$ cat config.mk
export PLATFORM = sky130hd
export DESIGN_NAME = seven_seg_scan_ctrl
export DESIGN_NICKNAME = d
export VERILOG_FILES = /design/src/rtl/seven_seg_pkg.sv /design/src/rtl/bcd_seg_decode.sv /design/src/rtl/seven_seg_scan_ctrl.sv
export SDC_FILE = /design/constraint.sdc
export NUM_CORES = 1
export LEC_CHECK = 0
export ABC_AREA = 1
export CAP_MARGIN = 20
export CORE_UTILIZATION = 47
export DETAILED_ROUTE_END_ITERATION = 10
export GPL_TIMING_DRIVEN = 0
export PLACE_DENSITY_LB_ADDON = 0.12
export SLEW_MARGIN = 20
export SYNTH_ARGS = -nofsm -noshare
export SYNTH_HDL_FRONTEND = slang
export SYNTH_SLANG_ARGS = --single-unit
$ cat constraint.sdc
create_clock -name clk -period 2.9 [get_ports clk]
set_input_delay 0.58 -clock clk [delete_from_list [all_inputs] [get_ports clk]]
set_output_delay 0.58 -clock clk [all_outputs]
set_load 0.02 [all_outputs]
$ cat src/rtl/seven_seg_pkg.sv
// Shared segment-code constants for the seven-segment scan controller.
// Segment order is {a,b,c,d,e,f,g}, active-high.
package seven_seg_pkg;
   typedef logic [6:0] seg_t;

   localparam seg_t SEG_0     = 7'b1111110;
   localparam seg_t SEG_1     = 7'b0110000;
   localparam seg_t SEG_2     = 7'b1101101;
   localparam seg_t SEG_3     = 7'b1111001;
   localparam seg_t SEG_4     = 7'b0110011;
   localparam seg_t SEG_5     = 7'b1011011;
   localparam seg_t SEG_6     = 7'b1011111;
   localparam seg_t SEG_7     = 7'b1110000;
   localparam seg_t SEG_8     = 7'b1111111;
   localparam seg_t SEG_9     = 7'b1111011;
   localparam seg_t SEG_BLANK = '0;
   localparam seg_t SEG_ALL   = '1;
endpackage

$ cat src/rtl/bcd_seg_decode.sv
// Combinational 7447-style BCD to seven-segment decoder; codes 10-15 are dark.
// rbo_n goes low whenever the digit is dark because of bi_n or ripple blanking.
module bcd_seg_decode
   import seven_seg_pkg::*;
(
   input  logic       lt_n,
   input  logic       bi_n,
   input  logic       rbi_n,
   input  logic [3:0] code,
   output logic [6:0] seg,
   output logic       rbo_n
);
   always_comb begin
      seg   = SEG_BLANK;
      rbo_n = 1'b1;
      if (!bi_n) begin
         rbo_n = 1'b0;
      end else if (!lt_n) begin
         seg = SEG_ALL;
      end else if (!rbi_n && code == 4'd0) begin
         rbo_n = 1'b0;
      end else begin
         case (code)
            4'd0:    seg = SEG_0;
            4'd1:    seg = SEG_1;
            4'd2:    seg = SEG_2;
            4'd3:    seg = SEG_3;
            4'd4:    seg = SEG_4;
            4'd5:    seg = SEG_5;
            4'd6:    seg = SEG_6;
            4'd7:    seg = SEG_7;
            4'd8:    seg = SEG_8;
            4'd9:    seg = SEG_9;
            default: seg = SEG_BLANK;
         endcase
      end
   end
endmodule

$ cat src/rtl/seven_seg_scan_ctrl.sv
// Time-multiplexed N-digit seven-segment scan controller with a double-buffered
// BCD word, load/ready handshake, lamp test, blanking and leading-zero suppression.
module seven_seg_scan_ctrl
   import seven_seg_pkg::*;
#(
   parameter int unsigned NUM_DIGITS = 4,
   parameter int unsigned SCAN_DIV   = 1000,
   parameter int unsigned BLANK_CYC  = 2
) (
   input  logic                    clk,
   input  logic                    rst_n,
   input  logic                    load,
   output logic                    ready,
   input  logic [4*NUM_DIGITS-1:0] bcd_in,
   input  logic                    lt_n,
   input  logic                    bi_n,
   input  logic                    rbi_en,
   output logic [NUM_DIGITS-1:0]   dig_en,
   output logic [6:0]              seg
);
   localparam int unsigned PW = (SCAN_DIV > 1) ? $clog2(SCAN_DIV) : 1;
   localparam int unsigned IW = $clog2(NUM_DIGITS);
   localparam int unsigned DW = 4 * NUM_DIGITS;

   logic [PW-1:0]         presc_q, presc_d;
   logic [IW-1:0]         idx_q, idx_d;
   logic [DW-1:0]         disp_q, disp_d;
   logic [DW-1:0]         pend_q, pend_d;
   logic                  pend_vld_q, pend_vld_d;
   logic [NUM_DIGITS-1:0] dig_en_q, dig_en_d;
   seg_t                  seg_q, seg_d;

   logic       slot_end, frame_end;
   logic       upper_nz, dec_rbi_n, dec_rbo_n;
   logic [3:0] cur_code;
   seg_t       dec_seg;

   assign slot_end  = (presc_q == PW'(SCAN_DIV - 1));
   assign frame_end = slot_end && (idx_q == IW'(NUM_DIGITS - 1));

   always_comb begin
      presc_d    = slot_end ? '0 : presc_q + 1'b1;
      idx_d      = idx_q;
      if (slot_end) idx_d = frame_end ? '0 : idx_q + 1'b1;

      disp_d     = disp_q;
      pend_d     = pend_q;
      pend_vld_d = pend_vld_q;
      // Transfer and capture are exclusive: capture needs pending empty, transfer needs it full.
      if (frame_end && pend_vld_q) begin
         disp_d     = pend_q;
         pend_vld_d = 1'b0;
      end else if (load && !pend_vld_q) begin
         pend_d     = bcd_in;
         pend_vld_d = 1'b1;
      end
   end

   // Current digit code and whether any more-significant digit is non-zero.
   always_comb begin
      cur_code = '0;
      upper_nz = 1'b0;
      for (int unsigned j = 0; j < NUM_DIGITS; j++) begin
         if (IW'(j) == idx_q) cur_code = disp_q[4*j +: 4];
         if (IW'(j) > idx_q && disp_q[4*j +: 4] != 4'd0) upper_nz = 1'b1;
      end
      dec_rbi_n = !(rbi_en && idx_q != '0 && !upper_nz);
   end

   bcd_seg_decode u_decode (
      .lt_n  (lt_n),
      .bi_n  (bi_n),
      .rbi_n (dec_rbi_n),
      .code  (cur_code),
      .seg   (dec_seg),
      .rbo_n (dec_rbo_n)
   );

   always_comb begin
      dig_en_d = '0;
      if (bi_n && presc_q >= PW'(BLANK_CYC)) dig_en_d[idx_q] = 1'b1;
      seg_d = dec_rbo_n ? dec_seg : SEG_BLANK;
   end

   always_ff @(posedge clk or negedge rst_n) begin
      if (!rst_n) begin
         presc_q    <= '0;
         idx_q      <= '0;
         disp_q     <= '0;
         pend_q     <= '0;
         pend_vld_q <= 1'b0;
         dig_en_q   <= '0;
         seg_q      <= SEG_BLANK;
      end else begin
         presc_q    <= presc_d;
         idx_q      <= idx_d;
         disp_q     <= disp_d;
         pend_q     <= pend_d;
         pend_vld_q <= pend_vld_d;
         dig_en_q   <= dig_en_d;
         seg_q      <= seg_d;
      end
   end

   assign ready  = !pend_vld_q;
   assign dig_en = dig_en_q;
   assign seg    = seg_q;
endmodule
# Word-level counts from Yosys, hierarchy flattened
# Memory sizes are Yosys's and may differ from the RTL's.
# Index checks and enable logic that the tools add are counted.
[word_totals]
register_bits = 56
romBits = 112
input_bits = 22
out_inout_bits = 12
wordCells = 68
mem_count = 1
[classes]
addsub = 2
magnitude_cmp = 7
eq_ne = 5
n_mux = 22
bitwise_logic = 1
reduce_logical = 23
[memory_table]
columns = ["memory", "depth", "width", "read_ports", "rd_ports_with_merged_regs", "write_ports", "line", "text"]
rows = [
  ["(name not given)", 16, 7, 1, 0, 0, "bcd_seg_decode.sv:23", "case (code)"],
]
[op_table]
columns = ["operator", "count"]
rows = [
  ["$mux W7", 4],
  ["$mux W4", 5],
  ["$reduce_bool A4 Y1", 4],
  ["$logic_and A1 B1 Y1", 12],
  ["$add A10 B1 Y10 const B", 1],
  ["$eq A10 B10 Y1 const B", 1],
  ["$ge A10 B2 Y1 const B", 1],
  ["$mux W1", 10],
  ["$mux W10", 1],
  ["$eq A2 B2 Y1 const A", 2],
  ["$gt A1 B2 Y1 const A", 2],
  ["$gt A2 B2 Y1 const A", 2],
  ["$logic_not A4 Y1", 1],
  ["$reduce_bool A2 Y1", 2],
  ["$lt A2 B3 Y1 const B", 1],
  ["$add A2 B1 Y2 const B", 1],
  ["$demux W1 S2", 1],
  ["$eq A1 B2 Y1 const A", 1],
  ["$eq A2 B2 Y1 const B", 1],
  ["$ge A2 B1 Y1 const B", 1],
  ["$logic_not A1 Y1", 2],
  ["$logic_not A2 Y1", 1],
  ["$mux W2", 1],
  ["$reduce_and A2 Y1", 1],
  ["$not A1 Y1", 1],
]

# Logic depth before layout (Yosys ltp)
# Gate-level depths: netlist of the first run.
[logic_depth]
depth_word = 13
depth_mapped = 13
mapped_depth_nobuf = 13

# Cells and area by module
# A second synthesis of the first run with hierarchy kept.
[hier_totals]
cells_unflattened = 316
area_unflattened_um2 = 2777.7
[by_module_without_submodules]
columns = ["module", "n_inst", "cells_each", "area_each_um2", "seq_area_each_um2"]
rows = [
  ["seven_seg_scan_ctrl", 1, 272, 2546.2, 1401.3],
  ["bcd_seg_decode", 1, 44, 231.5, 0.0],
]

# Least setup slack after synthesis of the first run
# No wires, ideal clock.
[synth_path]
kind = "reg-to-reg"
start = "register idx_q[0]"
end = "register seg_q[0], in the netlist seg[0]"
setup_ps = 127
t_arrival_ps = 1957
required_ps = 2773
setup_slack_ps = 816
path_stages_with_launch = 13
n_path_buf = 0
synth_period_minus_slack_ps = 2084
path_cell_list = "dfrtp_1 inv_1 ha_1 inv_2 nor2_1 nor2_1 a21boi_0 ha_1 nand3_1 inv_1 nand2_1 nand3_1 a21oi_1"
[synth_via]
elab_chain_cells = 13
elab_cells_between_ends = 34
classes_between = "order compare: 4; eq/ne: 3; mux: 15; reduce/logical: 11; memory: 1"
[synth_lines]
columns = ["item", "line", "text"]
rows = [
  ["start, declared", "seven_seg_scan_ctrl.sv:26", "logic [IW-1:0] idx_q, idx_d;"],
  ["start signal, assigned", "seven_seg_scan_ctrl.sv:96", "idx_q <= idx_d;"],
  ["parallel branches: the longest is 12 deep, another holds $mem_v2 Z16 W7", "--", ""],
  ["$mux W7 *", "seven_seg_scan_ctrl.sv:82", "seg_d = dec_rbo_n ? dec_seg : SEG_BLANK;"],
  ["net seg_d[0]", "seven_seg_scan_ctrl.sv:31", "seg_t seg_q, seg_d;"],
  ["end signal, assigned", "seven_seg_scan_ctrl.sv:101", "seg_q <= seg_d;"],
  ["end, declared", "seven_seg_scan_ctrl.sv:31", ""],
]
# Mark *: on every way through the listed nets, which the timed path passes.
# A chain may end at the register's enable or synchronous reset.

# Worst setup path in the final report of the first run
[layout_path]
start = "register idx_q[0]"
end = "register seg_q[6], in the netlist seg[6]"
# Same word-level chain as after synthesis.

==> impl_results.rst, run 1 <==
.. list-table::
   :header-rows: 1

   * - Metric
     - Value
   * - Result of the run
     - finished clean
   * - Count of H-tree levels built during CTS
     - 2
   * - Routed wirelength normalized by instance count
     - between 10 and 15 microns
   * - DRC marker count from the first detailed-route iteration
     - between 100 and 150
   * - Maximum number of pins on one net before global-route repair
     - 57
   * - Buffer depth of the longest clock path
     - 2
   * - Number of antenna repair diodes
     - 0
   * - Nets in the synthesized netlist
     - around 350
   * - Least-Margin Pin Slew
     - 0.681 ns
   * - Number of cell rows
     - 27
   * - Terminus of the critical flop-to-flop path
     - seg[6]
   * - Library cell used as clock root buffer
     - clkbuf_8
   * - Post-route worst hold slack
     - 0.297 ns
   * - Final Wtd Congestion
     - 0.785
   * - XOR/XNOR share of the synthesized area
     - less than 1%
   * - # IOs
     - 34
   * - Area taken by multi-input logic gates
     - 1150 sq um
   * - Slowest stage cell on the critical path
     - a21boi_0
   * - Worst ir drop on vdd
     - 0.233 mV
   * - Register clock-pin slew on the reported worst setup and hold paths
     - 0.10 ns
   * - Final design instance area without fill
     - 3300 sq um
   * - Ordered list of cells on the worst path
     - inv_1, ha_1, inv_2, nor2_1, nor2_1, a21boi_0, ha_1, nand3_1, inv_1, nand2_1, nand3_1, a21oi_1
   * - Type of the tightest min-delay check
     - input port to async pin
   * - Final WL
     - approximately 4800 microns
   * - Distinct cell type count after synthesis
     - 27
   * - Effective utilization at floorplan
     - 49.7%
   * - Filler Cell Count
     - 541
   * - Largest delay contributor family on the critical path
     - compound AO/OA/AOI/OAI gates
   * - Sink Count
     - 56
   * - Top flip-flop cell by instance count after synthesis
     - dfrtp_1
   * - Wire length of the first global-routing pass
     - ~8600 microns
   * - CTS tree
     - yes
   * - Detailed-router iteration count before antenna repair
     - 4
   * - Synthesis-stage register bit count
     - 56
   * - Worst setup SP type
     - flop
   * - Final Critical Period
     - approximately 2.6 ns
   * - Power Dens Cells
     - 411 nW/um^2
   * - Post-synth top area share
     - between 50 and 60%
   * - Highest clock rate
     - 389 MHz
   * - PortBufs
     - 33
   * - Total die area
     - between 6000 and 7000 sq um
   * - Met3 usage in global routing
     - 2.76%
   * - Final critical-path share of the clock period
     - a little under 90%
   * - Max-cap viol count
     - 0
   * - CP arrival
     - 2.77 ns
   * - Number of remaining DRC errors
     - 0
   * - Normalized max-slew margin
     - 54.2%
   * - Per-cell via count in the routed design
     - 4.80
   * - Count of warnings emitted by yosys
     - 0
   * - Proportion of layout cells with a drive suffix above 1
     - between 10% and 20%
   * - Overall track demand over capacity in global routing
     - 17.6%
   * - Number of buffer and inverter instances along the worst setup path
     - 3
   * - Met1 demand-to-capacity share in global routing
     - 23.9%
   * - Final hold violation count
     - 0
   * - Cell taking the most area after synthesis
     - dfrtp_1
   * - Worst r2r src
     - idx_q[0]
   * - Placeable core region
     - 5610 sq um
   * - Required time of the worst setup path
     - 3.10 ns
   * - Static power due to leakage
     - 1.66 nW
   * - Met2 demand-to-capacity share in global routing
     - between 20% and 30%
   * - Total standard cell area after synthesis
     - 2790 sq um
   * - Post-place setup slack
     - 0.365 ns
   * - Sequential cell area fraction in the yosys report
     - slightly above 50%
   * - Total number of vias
     - 2062
   * - Aggregate negative setup slack
     - 0 ns
   * - Total of endpoints with negative setup slack in the final report
     - 0
   * - Combinational family with the most area after synthesis
     - simple AND/OR/NAND/NOR gates
   * - Number of non-filler instances in the completed layout
     - between 400 and 500
   * - GRT Residual Overflow
     - 0
   * - Critical-path maximum fanout
     - 7
   * - Number of buffers added by the clock tree synthesis step
     - 5
   * - Setup skew after layout
     - 0.0102 ns
   * - Adder and majority gate portion of the synthesized area
     - approximately 5.4%
   * - Area added between synthesis and finish
     - 18.3%
   * - Post-synthesis async set-or-reset flop share
     - 100%
   * - Critical path endpoint category
     - flop
   * - Width of the die
     - 79.0 microns
   * - Cells after Synth
     - 317
   * - Clk Latency, worst-skew pair
     - slightly above 0.3 ns
   * - Setup repair after global routing missed its margin
     - false
   * - Vertical extent of the die
     - 79.0 microns
   * - Post-synth EDFFs
     - 0
   * - Setup fix buffers added after clock tree synthesis
     - 0
   * - Combined flip-flop and latch cell area
     - about 1400 sq um
   * - Final net count
     - 391
   * - Initial antenna violation count
     - 0
   * - Cell with the most instances after synthesis
     - dfrtp_1
   * - Number of antenna-violating nets in the routed design
     - 0
   * - Count of cells resized by post-cts repair
     - 0
   * - Top post-synthesis cells by area
     - dfrtp_1 (50%), nor2_1 (6.3%), inv_1 (6.1%), nand2_1 (5.7%), a21oi_1 (5.4%)
   * - Vias in the first global route
     - 1904
   * - Crit Path Category
     - flop to flop
   * - Leading cell types by count after synthesis
     - dfrtp_1 (56), nor2_1 (47), inv_1 (45), nand2_1 (42), a21oi_1 (30)
   * - Biggest cell delay along the critical path
     - 0.56 ns
   * - Final Max Tran Viols
     - 0
   * - Count of placed standard cells including taps
     - roughly 420
   * - DP HPWL
     - 3590 microns
   * - CTS Hold Bufs
     - 0
   * - Reg2Reg Setup Slack
     - ~0.33 ns
   * - Placed standard-cell area
     - 3210 sq um
   * - Share of cell area taken by muxes after synthesis
     - 0%
   * - Most Crowded Layer GR
     - met2
   * - Simple logic cell fraction of the synthesized area
     - approximately 22%
   * - Compound-gate portion of the synthesized area
     - around 13%
   * - R2r worst-path depth
     - 12
   * - Min setup slack post-route
     - approximately 0.33 ns
   * - Post-synthesis average cell area
     - 8.79 sq um
worst register-to-register path: cells and delay by family, from the launching register on:
kind                       cells  cell delay, ns
AOI/OAI and AO/OA              2            0.63
adders and majority gates      2            0.57
and+or+nand+nor                5            0.54
DFF                            1            0.43
buffers and inverters          3            0.31
through the flow:
stage	total power, mW	util [%]
after floorplan	0.877	-
after global routing	1.43	58.8
after global placement	0.938	57.2
after detailed placement	0.940	57.2
after CTS	1.37	58.8
final	1.36	58.8
cell families after synthesis:
family,Yosys count
AND/OR/NAND/NOR,135
AO/OA/AOI/OAI,56
buffers and inverters,56
flip-flops,56
adder cells (fa/ha/maj),12
XOR/XNOR,2
placed cells by master (no fill, tap or decap), types with 2 or more instances in the layout:
cell             Yosys  routed
nor3_1               2       2
nand2_2             17      17
clkdlybuf4s50_1      0      32
buf_1                3       3
clkbuf_8             0       5
nor2_1              47      47
buf_4                1       2
nor4_1               2       2
ha_1                12      12
nand2_1             42      42
inv_1               45      45
inv_2                3       3
xor2_1               2       2
clkinv_2             1       2
dfrtp_1             56      56
a21oi_1             30      30
o21ai_2             16      16
o21ai_0              5       5
nand3_1             21      21
buf_6                3       3
state kept, by name, indices dropped and copies added (netlist names):
| signal | cells |
|---|---|
| pend_q | 16 |
| disp_q | 16 |
| pend_vld_q | 1 |
| presc_q | 10 |
| dig_en | 4 |
| seg | 7 |
| idx_q | 2 |
worst max path at each step:
stage / end / depth (start not counted) / from / slack (ns)
2_1_floorplan: seg[0] / 12 / idx_q[0] / 0.82
3_3_place_gp: disp_q[10] / 1 / rst_n / -0.42
3_5_place_dp: seg[6] / 12 / idx_q[0] / 0.37
4_1_cts: seg[6] / 12 / idx_q[0] / 0.35
5_1_grt: seg[0] / 12 / idx_q[0] / 0.12
6_report: seg[6] / 12 / idx_q[0] / 0.33
final cells by class:
| cell class | count | area share (%) |
|---|---|---|
| clock buffers | 5 | 2.09 |
| clock inverters | 3 | 0.683 |
| flip-flops and latches | 56 | 42.5 |
| plain buffers | 7 | 1.59 |
| well taps | 72 | 2.73 |
| inverters | 49 | 5.62 |
| multi-input cells | 205 | 34.8 |
| repair buffers | 33 | 9.94 |
where the power goes:
part / total, mW / internal [mW] / switching, mW
sequential: 0.818 / 0.811 / 0.00709
combinational: 0.103 / 0.0471 / 0.0563
clock: 0.434 / 0.174 / 0.260
per-layer routing:
metal | wire (microns) | part of all wire [%]
met5 | 0 | 0
met4 | 78 | 1.6
met3 | 164 | 3.4
met2 | 2230 | 46
met1 | 2350 | 49
(Power assumes the default switching activity.)
==> run 2, diff against run 1 <==
--- a/config.mk
+++ b/config.mk
@@ -9,6 +9,7 @@
 export CAP_MARGIN = 20
 export CORE_UTILIZATION = 47
 export DETAILED_ROUTE_END_ITERATION = 10
+export DONT_BUFFER_PORTS = 1
 export GPL_TIMING_DRIVEN = 0
 export PLACE_DENSITY_LB_ADDON = 0.12
 export SLEW_MARGIN = 20
==> impl_results.rst, run 2 (same netlist as run 1, synthesis figures left out) <==
.. list-table::
   :header-rows: 1

   * - Metric
     - Value
   * - Result of the run
     - finished clean
   * - Aggregate negative setup slack
     - 0 ns (unchanged)
   * - Highest clock rate
     - 394 MHz (+1.4%)
   * - DRC marker count from the first detailed-route iteration
     - 83 (-28%)
   * - Width of the die
     - 79.0 microns (unchanged)
   * - Final net count
     - 359 (-8.2%)
   * - Detailed-router iteration count before antenna repair
     - 4 (unchanged)
   * - Total number of vias
     - 1930 (-6.4%)
   * - Critical-path maximum fanout
     - 7 (unchanged)
   * - Register clock-pin slew on the reported worst setup and hold paths
     - 0.10 ns (about the same)
   * - Vertical extent of the die
     - 79.0 microns (unchanged)
   * - Vias in the first global route
     - 1818 (-4.5%)
   * - Terminus of the critical flop-to-flop path
     - seg[2]
   * - Worst setup SP type
     - flop
   * - Final Max Tran Viols
     - 0 (unchanged)
   * - CTS Hold Bufs
     - 1 (+1)
   * - R2r worst-path depth
     - 12 (unchanged)
   * - Normalized max-slew margin
     - 57.5% (+3.4 points)
   * - Area added between synthesis and finish
     - 8.35%
   * - Final hold violation count
     - 0 (unchanged)
   * - Commonest cells after routing, fill and taps aside
     - dfrtp_1 (56), nor2_1 (47), inv_1 (45)
   * - Min setup slack post-route
     - 0.364 ns (+0.0363 ns)
   * - Final Critical Period
     - 2.54 ns (-0.0363 ns)
   * - Number of cell rows
     - 27 (unchanged)
   * - # IOs
     - 34 (unchanged)
   * - Wire length of the first global-routing pass
     - 8530 microns (-0.64%)
   * - Number of antenna-violating nets in the routed design
     - 0 (unchanged)
   * - Worst r2r src
     - idx_q[0]
   * - Final Wtd Congestion
     - 0.795 (+1.2%)
   * - Count of cells resized by post-cts repair
     - 0 (unchanged)
   * - Worst ir drop on vdd
     - 0.247 mV (+6.0%)
   * - Buffer depth of the longest clock path
     - 2 (unchanged)
   * - Max-cap viol count
     - 0 (unchanged)
   * - CP arrival
     - 2.73 ns (-0.04 ns)
   * - Leading cell type in the layout, fill and taps excluded
     - dfrtp_1
   * - Per-cell via count in the routed design
     - 4.85 (+1.1%)
   * - Number of remaining DRC errors
     - 0 (unchanged)
   * - Count of H-tree levels built during CTS
     - 2 (unchanged)
   * - Number of antenna repair diodes
     - 0 (unchanged)
   * - Final Util
     - 53.9% (-4.9 points)
   * - Placed standard-cell area
     - 2880 sq um (-10%)
   * - Setup repair after global routing missed its margin
     - false
   * - Reg2Reg Setup Slack
     - 0.36 ns (+0.04 ns)
   * - Total die area
     - 6240 sq um (unchanged)
   * - CTS tree
     - yes
   * - Post-place setup slack
     - 0.344 ns (-0.0215 ns)
   * - Ordered list of cells on the worst path
     - inv_1, ha_1, inv_2, nor2_1, nor2_1, a21boi_0, ha_1, nand3_1, inv_1, nand2_1, nand3_1, a21oi_1
   * - DP HPWL
     - 3530 microns (-1.7%)
   * - Final design instance area without fill
     - 3020 sq um (-8.4%)
   * - Crit Path Category
     - flop to flop
   * - Biggest cell delay along the critical path
     - 0.52 ns (-0.04 ns)
   * - Initial antenna violation count
     - 0 (unchanged)
   * - Effective utilization at floorplan
     - 49.7% (unchanged)
   * - Least-Margin Pin Slew
     - 0.631 ns (-0.0500 ns)
   * - Largest registers
     - disp_q (16), pend_q (16), presc_q (10)
   * - Static power due to leakage
     - 1.55 nW (-6.5%)
   * - Clk Latency, worst-skew pair
     - 0.31 ns (about the same)
   * - Power Dens Cells
     - 467 nW/um^2 (+14%)
   * - Final WL
     - 4730 microns (-1.9%)
   * - Library cell used as clock root buffer
     - clkbuf_8
   * - Type of the tightest min-delay check
     - input port to async pin
   * - Maximum number of pins on one net before global-route repair
     - 57 (unchanged)
   * - Placeable core region
     - 5610 sq um (unchanged)
   * - Setup skew after layout
     - 0.00450 ns (-0.00570 ns)
   * - Final critical-path share of the clock period
     - 87.4% (-1.3 points)
   * - Routed wirelength normalized by instance count
     - 11.9 microns (+6.0%)
   * - Sink Count
     - 56 (unchanged)
   * - Proportion of layout cells with a drive suffix above 1
     - 17.2% (+1.5 points)
   * - Total of endpoints with negative setup slack in the final report
     - 0 (unchanged)
   * - GRT Residual Overflow
     - 0 (unchanged)
   * - Required time of the worst setup path
     - 3.09 ns (about the same)
   * - Slowest stage cell on the critical path
     - a21boi_0
   * - Number of buffers added by the clock tree synthesis step
     - 5 (unchanged)
   * - Critical path endpoint category
     - flop
   * - PortBufs
     - 0 (-100%)
   * - Setup fix buffers added after clock tree synthesis
     - 0 (unchanged)
   * - Overall track demand over capacity in global routing
     - 17.8% (+0.14 points)
==> run 2: changes by cell type in the layout (fill, tap and decap cells not counted), sizes merged <==
cell           change
clkinvlp           +1
clkinv             -2
clkdlybuf4s50     -32
bufinv             +1
==> run 2: per-layer routing <==
layer  up-vias  track usage [%]  wire [microns]
met2        36             28.2            2120
li1       1008                -               -
met3         6             4.37             214
met1       880             23.7            2330
met4         0             6.00              70
met5         -                0               0
==> run 2: worst max path at each step <==
stage | from | endpoint | slack (ns)
finish | idx_q[0] | seg[2] | 0.36
global route | idx_q[0] | seg[2] | 0.07
CTS | idx_q[0] | seg[1] | 0.32
detailed placement | idx_q[0] | seg[1] | 0.34
global placement | idx_q[0] | seg[6] | 0.42
floorplan | idx_q[0] | seg[0] | 0.82
==> run 2: through the flow <==
stage | instances | total power [mW] | hold slack (ns)
CTS | 398 | 1.43 | 0.116
global placement | 389 | 0.884 | 0.286
global route | 398 | 1.47 | 0.107
finish | 398 | 1.41 | 0.116
floorplan | 317 | 0.877 | 0.284
detailed placement | 389 | 0.886 | 0.286
==> run 2: cell type report <==
cell class / instances / area [sq um]
inverters: 49 / 185
clock buffers: 5 / 68.8
clock inverters: 3 / 46.3
fillers: 562 / 2590
flip-flops and latches: 56 / 1400
plain buffers: 7 / 52.6
multi-input cells: 205 / 1150
well taps: 72 / 90.1
repair buffers: 1 / 27.5
==> run 2: power by group <==
part | switching, mW | internal [mW]
Sequential | 0.0151 | 0.811
Clock | 0.262 | 0.260
Combinational | 0.0432 | 0.0177
Total | 0.321 | 1.09
==> run 2: worst max-delay path, delay by kind of cell (launching register included) <==
family                     cells  cell delay, ns
AOI/OAI and AO/OA              2            0.59
buffers and inverters          3            0.29
DFF                            1            0.44
adders and majority gates      2            0.56
and+or+nand+nor                5            0.53
==> run 3, diff against run 2 <==
--- a/config.mk
+++ b/config.mk
@@ -7,6 +7,8 @@
 export LEC_CHECK = 0
 export ABC_AREA = 1
 export CAP_MARGIN = 20
+export CORE_ASPECT_RATIO = 2
+export CORE_MARGIN = 4
 export CORE_UTILIZATION = 47
 export DETAILED_ROUTE_END_ITERATION = 10
 export DONT_BUFFER_PORTS = 1
==> impl_results.rst, run 3 (same netlist as run 1, synthesis figures left out) <==
.. list-table::
   :header-rows: 1

   * - Metric
     - Value
   * - Per-cell via count in the routed design
     - 5.07 (+4.5%)
   * - DP HPWL
     - 3900 microns (+10%)
   * - Final Wtd Congestion
     - 0.860 (+8.2%)
   * - Effective utilization at floorplan
     - 48.4% (-1.3 points)
   * - Vertical extent of the die
     - 117 microns (+48%)
   * - Max-cap viol count
     - 0 (unchanged)
   * - CP arrival
     - 2.71 ns (-0.02 ns)
   * - Total die area
     - 7300 sq um (+17%)
   * - Number of cell rows
     - 39 (+44%)
   * - Commonest cells after routing, fill and taps aside
     - dfrtp_1 (56), nor2_1 (47), inv_1 (45)
   * - # IOs
     - 34 (unchanged)
   * - Crit Path Category
     - flop to flop
   * - Placeable core region
     - 5760 sq um (+2.7%)
   * - Detailed-router iteration count before antenna repair
     - 4 (unchanged)
   * - Final WL
     - 5070 microns (+7.2%)
   * - Number of remaining DRC errors
     - 0 (unchanged)
   * - Final design instance area without fill
     - 3060 sq um (+1.3%)
   * - Proportion of layout cells with a drive suffix above 1
     - 16.9% (-0.31 points)
   * - Static power due to leakage
     - 1.58 nW (+1.7%)
   * - Switching share of power
     - 20.7% (-2.1 points)
   * - R2r worst-path depth
     - 12 (unchanged)
   * - Highest clock rate
     - 393 MHz (-0.24%)
   * - Critical path endpoint category
     - flop
   * - Sink Count
     - 56 (unchanged)
   * - Wire length of the first global-routing pass
     - 9030 microns (+5.9%)
   * - Required time of the worst setup path
     - 3.07 ns (-0.02 ns)
   * - Final Critical Period
     - 2.54 ns (+0.00613 ns)
   * - GRT Residual Overflow
     - 0 (unchanged)
   * - Power Dens Cells
     - 511 nW/um^2 (+9.5%)
   * - Largest registers
     - disp_q (16), pend_q (16), presc_q (10)
   * - CTS tree
     - yes
   * - Worst ir drop on vdd
     - 0.545 mV (+120%)
   * - Area added between synthesis and finish
     - 9.74%
   * - Normalized max-slew margin
     - 57.6% (+0.11 points)
   * - Aggregate negative setup slack
     - 0 ns (unchanged)
   * - Final Util
     - 53.1% (-0.73 points)
   * - Power consumption
     - 1.56 mW (+11%)
   * - Buffer depth of the longest clock path
     - 2 (unchanged)
   * - Final Max Tran Viols
     - 0 (unchanged)
   * - Number of non-filler instances in the completed layout
     - 387 (-2.8%)
   * - PortBufs
     - 0 (unchanged)
   * - Setup skew after layout
     - 0.00400 ns (-0.000506 ns)
   * - Min setup slack post-route
     - 0.358 ns (-0.00613 ns)
   * - Result of the run
     - finished clean
   * - Final hold violation count
     - 0 (unchanged)
   * - Count of placed standard cells including taps
     - 378 (-2.8%)
   * - Overall track demand over capacity in global routing
     - 16.1% (-1.7 points)
   * - Worst setup SP type
     - flop
   * - Library cell used as clock root buffer
     - clkbuf_16
   * - Number of buffers added by the clock tree synthesis step
     - 5 (unchanged)
   * - Number of antenna repair diodes
     - 0 (unchanged)
   * - Register clock-pin slew on the reported worst setup and hold paths
     - 0.07 ns (-0.03 ns)
   * - Slowest stage cell on the critical path
     - a21boi_0
   * - Least-Margin Pin Slew
     - 0.630 ns (-0.00169 ns)
   * - Clk Latency, worst-skew pair
     - 0.29 ns (-0.02 ns)
   * - Power share of the sequential group
     - 52.9% (-5.7 points)
   * - Switching pwr
     - 0.323 mW (+0.85%)
   * - Setup repair after global routing missed its margin
     - false
   * - Ordered list of cells on the worst path
     - inv_1, ha_1, inv_2, nor2_1, nor2_1, a21boi_0, ha_1, nand3_1, inv_1, nand2_1, nand3_1, a21oi_1
   * - Biggest cell delay along the critical path
     - 0.52 ns (about the same)
   * - Width of the die
     - 62.5 microns (-21%)
   * - Initial antenna violation count
     - 0 (unchanged)
   * - Placed standard-cell area
     - 2860 sq um (-0.48%)
   * - Maximum number of pins on one net before global-route repair
     - 57 (unchanged)
   * - Count of H-tree levels built during CTS
     - 2 (unchanged)
   * - Leading cell type in the layout, fill and taps excluded
     - dfrtp_1
   * - Post-place setup slack
     - 0.372 ns (+0.0281 ns)
   * - Reg2Reg Setup Slack
     - 0.36 ns (about the same)
   * - Vias in the first global route
     - 1953 (+7.4%)
   * - Setup fix buffers added after clock tree synthesis
     - 0 (unchanged)
   * - DRC marker count from the first detailed-route iteration
     - 69 (-17%)
   * - Routed wirelength normalized by instance count
     - 13.1 microns (+10%)
   * - Fraction of power consumed by the clock network
     - 43.3% (+6.2 points)
   * - Total number of vias
     - 1961 (+1.6%)
   * - Total internal power
     - 1.24 mW (+14%)
   * - Final net count
     - 359 (unchanged)
   * - Critical-path maximum fanout
     - 7 (unchanged)
   * - Post-route worst hold slack
     - 0.139 ns (+0.0222 ns)
   * - Type of the tightest min-delay check
     - input port to async pin
   * - Final critical-path share of the clock period
     - 87.6% (+0.21 points)
   * - Number of antenna-violating nets in the routed design
     - 0 (unchanged)
   * - Combinational power share
     - 3.8% (-0.5 points)
   * - Total of endpoints with negative setup slack in the final report
     - 0 (unchanged)
-- run 3: cell count changes in the layout (fill, tap and decap cells not counted), sizes merged --
| cell | delta |
|---|---|
| clkbuf | +1 |
| clkinvlp | -1 |
-- run 3: power by group through the flow --
stage               Combinational [mW]  Sequential (mW)  Clock (mW)
floorplan                       0.0357            0.841           0
global placement                0.0408            0.842           0
detailed placement              0.0428            0.842           0
CTS                             0.0625            0.827       0.696
global route                    0.0729            0.830       0.734
finish                          0.0598            0.827       0.677
-- run 3: worst paths after layout --
| path | to | startpoint |
|---|---|---|
| hold / removal | presc_q[4] | rst_n |
| min in group clk | seg[0] | lt_n |
| max in group asynchronous | disp_q[10] | rst_n |
| setup reg to reg | seg[1] | idx_q[0] |
| hold reg to reg | disp_q[2] | disp_q[2] |
| setup / recovery | seg[1] | idx_q[0] |
-- run 3: worst max-delay path, delay by kind of cell (launching register included) --
| family | cells | cell delay, ns |
|---|---|---|
| AOI/OAI and AO/OA | 2 | 0.59 |
| adders and majority gates | 2 | 0.56 |
| and+or+nand+nor | 5 | 0.54 |
| DFF | 1 | 0.42 |
| buffers and inverters | 3 | 0.30 |
-- run 3: timing repair --
action,4_1_cts,5_1_grt
resized for setup,0,0
hold buffers,1,0
hold endpoints to repair,56,0
endpoints found under the setup margin,0,0
-- run 3: layout make-up --
cell class	count	area (sq um)
flip-flops and latches	56	1400
inverters	49	185
repair buffers	1	27.5
well taps	61	76.3
plain buffers	7	52.6
clock buffers	6	129
clock inverters	2	38.8
fillers	580	2700
multi-input cells	205	1150
-- run 3: metal layers --
layer	vias to the layer above	share of wire (%)	track usage [%]	routed length (microns)
li1	1014	-	-	-
met1	902	38	15.9	1920
met2	37	56	31.4	2830
met3	8	3.9	3.53	197
met4	0	2.4	7.52	124
met5	-	0	0	0
